**config.mk**
```make
export PLATFORM = sky130hd
export DESIGN_NAME = dmem_arbiter
export DESIGN_NICKNAME = d
export VERILOG_FILES = /design/src/rtl/dmem_arbiter.sv
export SDC_FILE = /design/constraint.sdc
export NUM_CORES = 1
export LEC_CHECK = 0
export CAP_MARGIN = 20
export CORE_MARGIN = 2
export CORE_UTILIZATION = 30
export DETAILED_ROUTE_END_ITERATION = 10
export GPL_ROUTABILITY_DRIVEN = 0
export GPL_TIMING_DRIVEN = 0
export PLACE_DENSITY = 0.77
export SLEW_MARGIN = 20
export SYNTH_ARGS = -nofsm -noshare
export SYNTH_HDL_FRONTEND = slang
export SYNTH_SLANG_ARGS = --single-unit
```
**constraint.sdc**
```tcl
create_clock -name clk -period 4.2 [get_ports clk]
set_clock_uncertainty 0.2 [all_clocks]
set_input_delay 0.63 -clock clk [delete_from_list [all_inputs] [get_ports clk]]
set_output_delay 0.63 -clock clk [all_outputs]
set_load 0.005 [all_outputs]
```
**src/rtl/dmem_arbiter.sv**
```systemverilog
// dmem_arbiter: two-port round-robin arbiter in front of a single-port data
// memory with a combinational read path.
//   clk, reset            : clock, asynchronous active-high reset
//   pX_req/we/lock/a/wd   : requester beat (X = 0 CPU, X = 1 block engine)
//   pX_gnt                : combinational grant; the beat is taken this cycle
//   pX_rvalid/rd/err      : registered response, one cycle after the grant
//   mem_we/a/wd, mem_rd   : dmem pins
// A port that wins with lock=1 keeps ownership for up to MAX_BURST beats.
// After a burst that is cut off by the limit, the other port is preferred.

// Response register for one port. A granted read captures mem_rd. A granted
// out-of-range beat returns 0 with err set. An in-range write is silent.
module dmem_arbiter_rsp (
  input  logic        clk_i,
  input  logic        rst_i,
  input  logic        gnt_i,
  input  logic        we_i,
  input  logic        oob_i,
  input  logic [31:0] mem_rd_i,
  output logic        rvalid_o,
  output logic        err_o,
  output logic [31:0] rd_o
);
  logic        rvalid_q, err_q;
  logic [31:0] rd_q;

  always_ff @(posedge clk_i or posedge rst_i) begin
    if (rst_i) begin
      rvalid_q <= 1'b0;
      err_q    <= 1'b0;
      rd_q     <= '0;
    end else begin
      rvalid_q <= gnt_i && (oob_i || !we_i);
      err_q    <= gnt_i && oob_i;
      if (gnt_i && oob_i)      rd_q <= '0;
      else if (gnt_i && !we_i) rd_q <= mem_rd_i;
    end
  end

  assign rvalid_o = rvalid_q;
  assign err_o    = err_q;
  assign rd_o     = rd_q;
endmodule

module dmem_arbiter #(
  parameter int DEPTH     = 1001,
  parameter int MAX_BURST = 4
) (
  input  logic        clk,
  input  logic        reset,
  input  logic        p0_req,
  input  logic        p1_req,
  input  logic        p0_we,
  input  logic        p1_we,
  input  logic        p0_lock,
  input  logic        p1_lock,
  input  logic [31:0] p0_a,
  input  logic [31:0] p1_a,
  input  logic [31:0] p0_wd,
  input  logic [31:0] p1_wd,
  output logic        p0_gnt,
  output logic        p1_gnt,
  output logic        p0_rvalid,
  output logic        p1_rvalid,
  output logic [31:0] p0_rd,
  output logic [31:0] p1_rd,
  output logic        p0_err,
  output logic        p1_err,
  output logic        mem_we,
  output logic [31:0] mem_a,
  output logic [31:0] mem_wd,
  input  logic [31:0] mem_rd
);
  localparam int          NP      = 2;
  localparam int          CW      = $clog2(MAX_BURST + 1);
  localparam logic [31:0] DEPTH_W = 32'(DEPTH);
  localparam logic [CW-1:0] MAXB  = CW'(MAX_BURST);

  logic [NP-1:0]       req, we, lck, gnt, oob, rvalid, err;
  logic [NP-1:0][31:0] a, wd, rd;

  assign req = {p1_req, p0_req};
  assign we  = {p1_we, p0_we};
  assign lck = {p1_lock, p0_lock};
  assign a   = {p1_a, p0_a};
  assign wd  = {p1_wd, p0_wd};

  logic          rr_q, rr_d, locked_q, locked_d, owner_q, owner_d;
  logic [CW-1:0] cnt_q, cnt_d;
  logic          cont, any_gnt, gsel;

  // Grant selection. A live lock continuation beats round-robin; reset
  // masks every grant so nothing reaches the memory while it is held.
  always_comb begin
    cont    = locked_q && req[owner_q] && lck[owner_q];
    any_gnt = 1'b0;
    gsel    = 1'b0;
    if (!reset) begin
      if (cont) begin
        any_gnt = 1'b1;
        gsel    = owner_q;
      end else if (req[0] && req[1]) begin
        any_gnt = 1'b1;
        gsel    = rr_q;
      end else if (req[0]) begin
        any_gnt = 1'b1;
        gsel    = 1'b0;
      end else if (req[1]) begin
        any_gnt = 1'b1;
        gsel    = 1'b1;
      end
    end
    gnt = '0;
    if (any_gnt) gnt[gsel] = 1'b1;
  end

  for (genvar i = 0; i < NP; i++) begin : g_port
    assign oob[i] = a[i] >= DEPTH_W;
    dmem_arbiter_rsp u_rsp (
      .clk_i    (clk),
      .rst_i    (reset),
      .gnt_i    (gnt[i]),
      .we_i     (we[i]),
      .oob_i    (oob[i]),
      .mem_rd_i (mem_rd),
      .rvalid_o (rvalid[i]),
      .err_o    (err[i]),
      .rd_o     (rd[i])
    );
  end

  // Out-of-range writes are granted and answered with err, but never
  // reach the memory.
  assign mem_we = any_gnt && we[gsel] && !oob[gsel];
  assign mem_a  = any_gnt ? a[gsel]  : '0;
  assign mem_wd = any_gnt ? wd[gsel] : '0;

  // Arbitration state. Continuations leave the pointer alone unless they hit
  // the burst limit, which hands preference to the waiting port. Anything
  // that is not a continuation ends a lock and follows the normal rule.
  always_comb begin
    rr_d     = rr_q;
    locked_d = locked_q;
    owner_d  = owner_q;
    cnt_d    = cnt_q;
    if (cont) begin
      if (cnt_q + 1'b1 == MAXB) begin
        locked_d = 1'b0;
        cnt_d    = '0;
        rr_d     = ~owner_q;
      end else begin
        cnt_d = cnt_q + 1'b1;
      end
    end else begin
      locked_d = 1'b0;
      cnt_d    = '0;
      if (any_gnt) begin
        rr_d = ~gsel;
        if (lck[gsel] && MAX_BURST > 1) begin
          locked_d = 1'b1;
          owner_d  = gsel;
          cnt_d    = CW'(1);
        end
      end
    end
  end

  always_ff @(posedge clk or posedge reset) begin
    if (reset) begin
      rr_q     <= 1'b0;
      locked_q <= 1'b0;
      owner_q  <= 1'b0;
      cnt_q    <= '0;
    end else begin
      rr_q     <= rr_d;
      locked_q <= locked_d;
      owner_q  <= owner_d;
      cnt_q    <= cnt_d;
    end
  end

  assign p0_gnt    = gnt[0];
  assign p1_gnt    = gnt[1];
  assign p0_rvalid = rvalid[0];
  assign p1_rvalid = rvalid[1];
  assign p0_err    = err[0];
  assign p1_err    = err[1];
  assign p0_rd     = rd[0];
  assign p1_rd     = rd[1];
endmodule

```
* Word-level counts from Yosys, hierarchy flattened
Cells that the tools add are included.
Storage, ports and cells: bits in latches 0, bits of input ports 168, bits in registers 74, bits in read-only memories 0, memories kept 0, word-level logic and storage cells 86, bits in writable memories 0, output and inout bits 135
Cells by class: $mul 0, magnitude comparators 5, bitwise logic cells 3, add/subtract/negate cells 1, reduce and logical (&&, ||, !) cells 22, divide/modulo/power cells 0, equality and inequality tests 2, shifts and indexed selects 0, multiplexer cells 43
Operator list (count):
- $mux 32 | 10
- $ge 32x10->1 const B | 2
- $mux 1 | 29
- $logic_and 1x1->1 | 12
- $mux 3 | 2
- $reduce_bool 2->1 | 3
- $lt 1x2->1 const B | 2
- $add 3x1->3 const B | 1
- $eq 3x3->1 const B | 1
- $logic_not 1->1 | 3
- $not 1->1 | 3
- $reduce_and 3->1 | 1
- $logic_or 1x1->1 | 2
- $mux 2 | 1
- $ne 2x1->1 const B | 1
- $reduce_and 2->1 | 1
- $demux 1 s1 | 1
- $ge 1x1->1 const B | 1

* Longest topological paths before layout
Gate-level depths: netlist (run 1).
word-level depth 14, gate-level depth with buffers 8, mapped depth without buffers 6

* Modules after synthesis
From an unflattened synthesis (run 1), not the netlist that was laid out.
Second synthesis, totals: cell total of the unflattened synthesis 508, area, all modules 4589.4 µm²
Modules (own cells, without submodules):
- dmem_arbiter_rsp | area each 1397.6 µm², cells an instance 114, times used 2
- dmem_arbiter | area each 1794.2 µm², cells an instance 280, times used 1

* Worst setup path before layout (run 1)
OpenSTA, ideal clock, no wires.
path type input port to output port, from input reset, to output mem_a[10], slack -0.139 ns, data required time 3.370 ns, cell stages on the path 7, data arrival time 3.509 ns, path through inv_1 -> and3_1 -> buf_2 -> a22oi_4 -> inv_2 -> clkbuf_1 -> a22o_1
On the way: longest elaborated chain between the ends 4, elaborated cells between the ends (all ways) 5
RTL lines:
- from (decl) | line 50 | input logic reset,
- $mux 1 | line 98 | if (!reset) begin
- $mux 32 (implied by the code) (2 in a row) | line 135 | assign mem_a = any_gnt ? a[gsel] : '0;
- $mux 32 * | line 135
- to (decl) | line 70 | output logic [31:0] mem_a,
Every way passes the cells marked *; elsewhere a longest branch is shown, timed or not. The select of a mux whose other input is x is not followed.

* Worst setup path after layout (run 1)
from input p1_req, to output mem_a[19]
On the way: longest elaborated chain between the ends 9, elaborated cells between the ends (all ways) 17
RTL lines:
- from (decl) | line 52 | input logic p1_req,
- $mux 1 (implied by the code) (2 in a row) | line 95 | cont = locked_q && req[owner_q] && lck[owner_q];
- $logic_and 1x1->1 (2 in a row) | line 95
- $mux 1 | line 99 | if (cont) begin
- $mux 1 | line 98
- $mux 32 (implied by the code) (2 in a row) | line 135
- $mux 32 * | line 135
Marks and branches as above.

==> results of run 1 <==
## worst max-delay path: stages
cell	delay, ns
clkdlybuf4s50_1	0.50
and4_4	0.26
a41oi_4	0.37
a22oi_4	0.13
inv_2	0.14
clkbuf_1	0.37
a22o_1	0.21
clkdlybuf4s50_1	0.52
## registers in the layout, summed over array words and instances, names as in the netlist
register               flops
g_port.u_rsp.rd_o         64
cnt_q                      3
g_port.u_rsp.err_o         2
g_port.u_rsp.rvalid_o      2
locked_q                   1
owner_q                    1
rr_q                       1
## per-layer routing
metal | global-route usage [%] | wire length (µm) | up-vias | share of wire [%]
li1 | - | - | 1989 | -
met1 | 27.5 | 6530 | 2121 | 38
met2 | 41.6 | 8510 | 212 | 50
met3 | 9.70 | 1640 | 28 | 9.6
met4 | 6.75 | 371 | 0 | 2.2
met5 | 0 | 0 | - | 0
## per-stage QoR
stage               util (%)  power, W  setup WS, ns  TNS (ns)
global placement        56.3   0.00139         -1.29    -88.88
global route            59.7   0.00236         0.172         0
floorplan                  -  0.000981         0.363         0
detailed placement      56.7   0.00140        -0.467    -24.58
finish                  59.7   0.00226         0.230         0
CTS                     59.5   0.00227        0.0108         0
## timing repair
item                                    4_1_cts  5_1_grt
buffers inserted                              1        1
endpoints found under the setup margin       67       51
resized for setup                             1        8
pin swaps                                     0        1
cloned                                        1        0
## final timing paths
check / startpoint / endpoint / slack, ns / cells past startpoint
min in group clk: g_port[1].u_rsp.rd_o[15] / g_port[1].u_rsp.rd_o[15] / 0.31 / 1
max: p1_req / mem_a[19] / 0.23 / 8
max in group asynchronous: reset / g_port[0].u_rsp.rd_o[17] / 3.16 / 4
max reg2reg: locked_q / g_port[0].u_rsp.rd_o[13] / 1.96 / 6
min reg2reg: g_port[1].u_rsp.rd_o[15] / g_port[1].u_rsp.rd_o[15] / 0.31 / 1
min: reset / g_port[0].u_rsp.rd_o[6] / 0.24 / 2
## final cells by class
type,count,area share [%]
Tap cell,172,2.88
Clock inverter,5,1.39
Multi-Input combinational cell,239,23.2
Timing Repair Buffer,306,41.4
Timing Repair inverter,1,0.0670
Clock buffer,10,3.07
Buffer,29,2.85
Inverter,6,0.352
Sequential cell,74,24.8
## kinds of logic (layout without fill, tap and decap cells)
family                   count (synthesis)  after routing  synth area share, %
AND/OR/NAND/NOR                         86             86                 11.2
buffers and inverters                   35            357                 5.82
flip-flops                              74             74                 48.6
XOR/XNOR                                 1              1                0.230
AO/OA/AOI/OAI                          150            150                 33.4
adder cells (fa/ha/maj)                  2              2                0.657
## cell usage in the layout, fill, tap and decap left out, types with 3 or more instances in the layout
cell type	instances
a21oi_1	24
dfrtp_1	74
nor2_1	4
and2_1	3
clkbuf_4	4
nor4_1	12
clkdlybuf4s50_1	300
buf_6	9
a22o_1	107
buf_2	7
inv_2	3
nand2_1	49
clkbuf_1	6
clkbuf_16	9
bufinv_16	3
nand3_1	5
buf_4	5
## power by group through the flow
| stage | clock (W) | combinational [W] | sequential (W) |
|---|---|---|---|
| finish | 0.000864 | 0.000636 | 0.000762 |
| CTS | 0.000876 | 0.000636 | 0.000762 |
| global placement | 0 | 0.000612 | 0.000773 |
| global route | 0.000919 | 0.000681 | 0.000765 |
| floorplan | 0 | 0.000206 | 0.000774 |
| detailed placement | 0 | 0.000625 | 0.000775 |
==> flow_metrics.py, run 1 <==
metrics = {
    "clocking": {
        "root_buffer": "clkbuf_16",
        "postCtsHoldBufs": 0,
        "clkLatencyLatePin_ns": 0.33,
        "cts_buffers": 9,
        "clockBufferDepth": 2,
        "htree_levels": 3,
        "clk_pin_slew_worst_paths_ns": 0.06,
        "cts_tree": "built",
        "clock-sinks": 74,
    },
    "power_and_ir_drop": {
        "vdd.ir_drop.worst_mv": 0.223,
        "clkPwrFrac_pct": 38.2,
        "p_sw_share_pct": 24.5,
        "p_leak_nw": 3.14,
        "combPwrFrac_pct": 28.1,
        "power_density_nw_per_um2": 303,
        "pwr-share-seq_pct": 33.7,
        "p_switching_w": 0.000555,
        "internal_power_w": 0.00171,
    },
    "cells_and_area": {
        "final_cell_count_no_fill": 842,
        "multi_input_area_um2": 1730,
        "synthToLayoutAreaGrowth_pct": 96.2,
        "fill_cells": 1081,
        "fin_nets": 836,
        "n_antenna_cell": 0,
        "drive_gt1_share_pct": 8.96,
        "fin_area_um2": 7470,
        "seq_area_um2": 1850,
    },
    "yosys": {
        "synth.most_common_cell": "a22o_1",
        "syn_nets": 518,
        "yosysUniqueCellTypes": 41,
        "synthCells": 348,
        "synth_flop_cell": "dfrtp_1",
        "syn_area_um2": 3810,
        "yosys-top-cells-count": "a22o_1, dfrtp_1, nand2_1",
        "synth-seq-cells": 74,
        "synth_edf_count": 0,
        "yosysTopAreaCellShare_pct": 48.6,
        "synth_area_per_cell_um2": 10.9,
        "yosys_warnings": 0,
        "yosysSeqAreaShare_pct": 48.6,
        "synth.area.top_cells": "dfrtp_1, a22o_1, nand2_1",
        "synthArstFlopShare_pct": 100,
        "synth_top_area_cell": "dfrtp_1",
    },
    "global_route": {
        "grt_pass1_vias": 4422,
        "antenna_found_initial": 0,
        "grt_pass1_wl_um": 24700,
        "grt_max_degree": 33,
        "track_usage_pct": 24.0,
        "grt_overflow": 0,
    },
    "die": {
        "rows": 41,
        "num_io_pins": 303,
        "coreArea_um2": 12500,
        "fp.dieW_um": 117,
        "dieArea_um2": 13600,
        "initial_utilization_pct": 30.4,
        "die_height_um": 117,
    },
    "sta": {
        "fmaxAchievable_mhz": 252,
        "finalCritPeriodShare_pct": 94.5,
        "holdWs_ns": 0.236,
        "rsz0062_at_grt": "no",
        "drv_slew": 0,
        "maxSlewHeadroom_pct": 60.2,
        "timing.final.hold_violations": 0,
        "period_needed_ns": 3.97,
        "finalSetupViolCount": 0,
        "tightest_slew_ns": 0.594,
    },
    "setup_path": {
        "crit_type": "in2out",
        "end_kind": "output port",
        "critPathArrivalTime_ns": 3.14,
        "cp.required_ns": 3.37,
        "crit_fanout": 10,
        "startpoint_type": "input port",
    },
    "drt": {
        "drt_pass1_iterations": 4,
        "wl_per_cell_um": 20.2,
        "ant_nets": 0,
        "viasPerCell": 5.17,
        "drc": 0,
        "wirelength_um": 17000,
        "drt_iter0_markers": 329,
        "vias": 4350,
    },
    "place": {
        "postPlaceCellArea_um2": 7100,
        "hpwl_um": 13400,
        "dp.cells": 824,
        "io_buffers": 302,
    },
    "flow_run": {
        "cap_violations": 0,
    },
    "worst_hold_path": {
        "min_path_type": "in2async",
    },
    "status": {
        "status": "completed",
    },
}
Note: power is estimated with default switching activity, not from simulation.
==> inputs of run 2 (changes only) <==
--- a/config.mk
+++ b/config.mk
@@ -10,7 +10,7 @@
 export CORE_UTILIZATION = 30
 export DETAILED_ROUTE_END_ITERATION = 10
 export GPL_ROUTABILITY_DRIVEN = 0
-export GPL_TIMING_DRIVEN = 0
+export HOLD_SLACK_MARGIN = 0.06
 export PLACE_DENSITY = 0.77
 export SLEW_MARGIN = 20
 export SYNTH_ARGS = -nofsm -noshare
==> flow_metrics.py, run 2 (same netlist as run 1, synthesis figures left out) <==
metrics = {
    "clocking": {
        "clock-sinks": 74,
        "post_cts_buffers": 0,
        "htree_levels": 3,
        "clockBufferDepth": 2,
        "clkLatencyLatePin_ns": 0.32,
        "cts_tree": "built",
        "post_cts_resized": 0,
        "clk_pin_slew_worst_paths_ns": 0.05,
        "root_buffer": "clkbuf_16",
        "cts_buffers": 9,
        "postCtsHoldBufs": 0,
    },
    "global_route": {
        "track_usage_pct": 23.1,
        "grt_pass1_wl_um": 24100,
        "grt_pass1_vias": 4320,
        "antenna_found_initial": 0,
        "grt_overflow": 0,
        "grt_max_degree": 76,
    },
    "place": {
        "io_buffers": 302,
        "dp.cells": 802,
        "hpwl_um": 12500,
        "dp_slack_ns": 0.301,
        "postPlaceCellArea_um2": 6930,
    },
    "die": {
        "initial_utilization_pct": 30.4,
        "rows": 41,
        "coreArea_um2": 12500,
        "num_io_pins": 303,
        "dieArea_um2": 13600,
        "die_height_um": 117,
        "fp.dieW_um": 117,
    },
    "setup_path": {
        "critPathArrivalTime_ns": 3.11,
        "cp.required_ns": 3.37,
        "crit_top_cell": "clkdlybuf4s50_1",
        "crit_path_top_delay_cell": "clkdlybuf4s50_1",
        "crit_family": "buffers and inverters",
        "crit_start": "p0_req",
        "crit_chain": "clkdlybuf4s50_1 > nand2b_1 > and3_1 > a22oi_4 > inv_2 > buf_4 > a22o_1 > clkdlybuf4s50_1",
        "crit_fanout": 19,
        "startpoint_type": "input port",
        "slowest_delay_ns": 0.53,
        "path_buf_inv": 4,
        "crit_type": "in2out",
        "r2r_start": "locked_q",
        "end_kind": "output port",
    },
    "drt": {
        "wl_met2_um": 7730,
        "ant_nets": 0,
        "wirelength_um": 16300,
        "viasPerCell": 5.21,
        "drc": 0,
        "top_layer": "met4",
        "wl_per_cell_um": 19.9,
        "drt_pass1_iterations": 5,
        "wl_met1_um": 6670,
        "drt_iter0_markers": 362,
        "vias": 4259,
        "wl_met3_um": 1490,
    },
    "worst_hold_path": {
        "min_path_type": "reg2reg",
        "min_from": "rr_q",
    },
    "cells_and_area": {
        "fin_nets": 811,
        "fill_cells": 1067,
        "n_antenna_cell": 0,
        "largest_reg_flops": 64,
        "layout_common_cells": "clkdlybuf4s50_1, a22o_1, dfrtp_1",
        "fin_area_um2": 7240,
        "synthToLayoutAreaGrowth_pct": 90.2,
        "drive_gt1_share_pct": 6.50,
        "final_common_cell": "clkdlybuf4s50_1",
        "final_cell_count_no_fill": 818,
    },
    "flow_run": {
        "cap_violations": 0,
    },
    "sta": {
        "timing.final.hold_violations": 0,
        "fin_ws_ns": 0.258,
        "period_needed_ns": 3.94,
        "finalSetupViolCount": 0,
        "holdWs_ns": 0.300,
        "tightest_slew_ns": 0.938,
        "fmaxAchievable_mhz": 254,
        "finalCritPeriodShare_pct": 93.9,
        "drv_slew": 0,
        "rsz0062_at_grt": "no",
        "maxSlewHeadroom_pct": 37.5,
        "timing.setup.tns_ns": 0,
    },
    "power_and_ir_drop": {
        "power_density_nw_per_um2": 295,
        "vdd.ir_drop.worst_mv": 0.228,
        "p_leak_nw": 2.97,
    },
    "status": {
        "status": "completed",
    },
}
==> run 2: cell count changes in the layout (fill, tap and decap cells not counted), sizes merged <==
cell,before,now
dlymetal6s2s,2,0
clkbuf,20,12
clkinvlp,2,3
clkdlybuf4s50,300,302
clkinv,2,1
bufinv,3,1
buf,23,9
==> run 2: final timing paths <==
check | end | slack, ns | cells past startpoint
setup / recovery | mem_wd[31] | 0.26 | 8
hold / removal | rr_q | 0.30 | 2
setup reg to reg | g_port[0].u_rsp.rd_o[12] | 1.39 | 7
hold reg to reg | rr_q | 0.30 | 2
max in group asynchronous | g_port[0].u_rsp.rd_o[20] | 2.32 | 3
min in group asynchronous | g_port[1].u_rsp.err_o | 0.86 | 3
==> run 2: cell type report <==
| type | count | area (µm²) | share of cell area, % |
|---|---|---|---|
| Multi-Input combinational cell | 239 | 1740 | 24.0 |
| Clock inverter | 4 | 50.0 | 0.691 |
| Sequential cell | 74 | 1850 | 25.6 |
| Tap cell | 172 | 215 | 2.97 |
| Clock buffer | 12 | 256 | 3.54 |
| Timing Repair Buffer | 311 | 3100 | 42.9 |
| Inverter | 6 | 26.3 | 0.363 |
==> run 2: per-layer routing <==
layer  track usage [%]  vias to the layer above
li1                  -                     1936
met1              29.7                     2066
met2              37.6                      233
met3              6.75                       24
met4              7.22                        0
met5                 0                        -
==> run 2: per-stage QoR <==
step	utilization, %	power (W)
final	57.8	0.00214
after global routing	57.8	0.00223
after CTS	57.8	0.00216
after detailed placement	55.4	0.00138
after global placement	55.4	0.00137
after floorplan	-	0.000981
==> run 2: worst min-delay path: cells and delay by family, from the launching register on <==
| kind | cells | cell delay (ns) |
|---|---|---|
| flip-flops | 1 | 0.35 |
| AO/OA/AOI/OAI | 1 | 0.06 |
| AND/OR/NAND/NOR | 1 | 0.05 |
==> run 2: where the power goes <==
group          internal (W)  switching (W)
logic              0.000368       0.000238
clock network      0.000491       0.000277
registers          0.000743      0.0000202
total               0.00160       0.000535
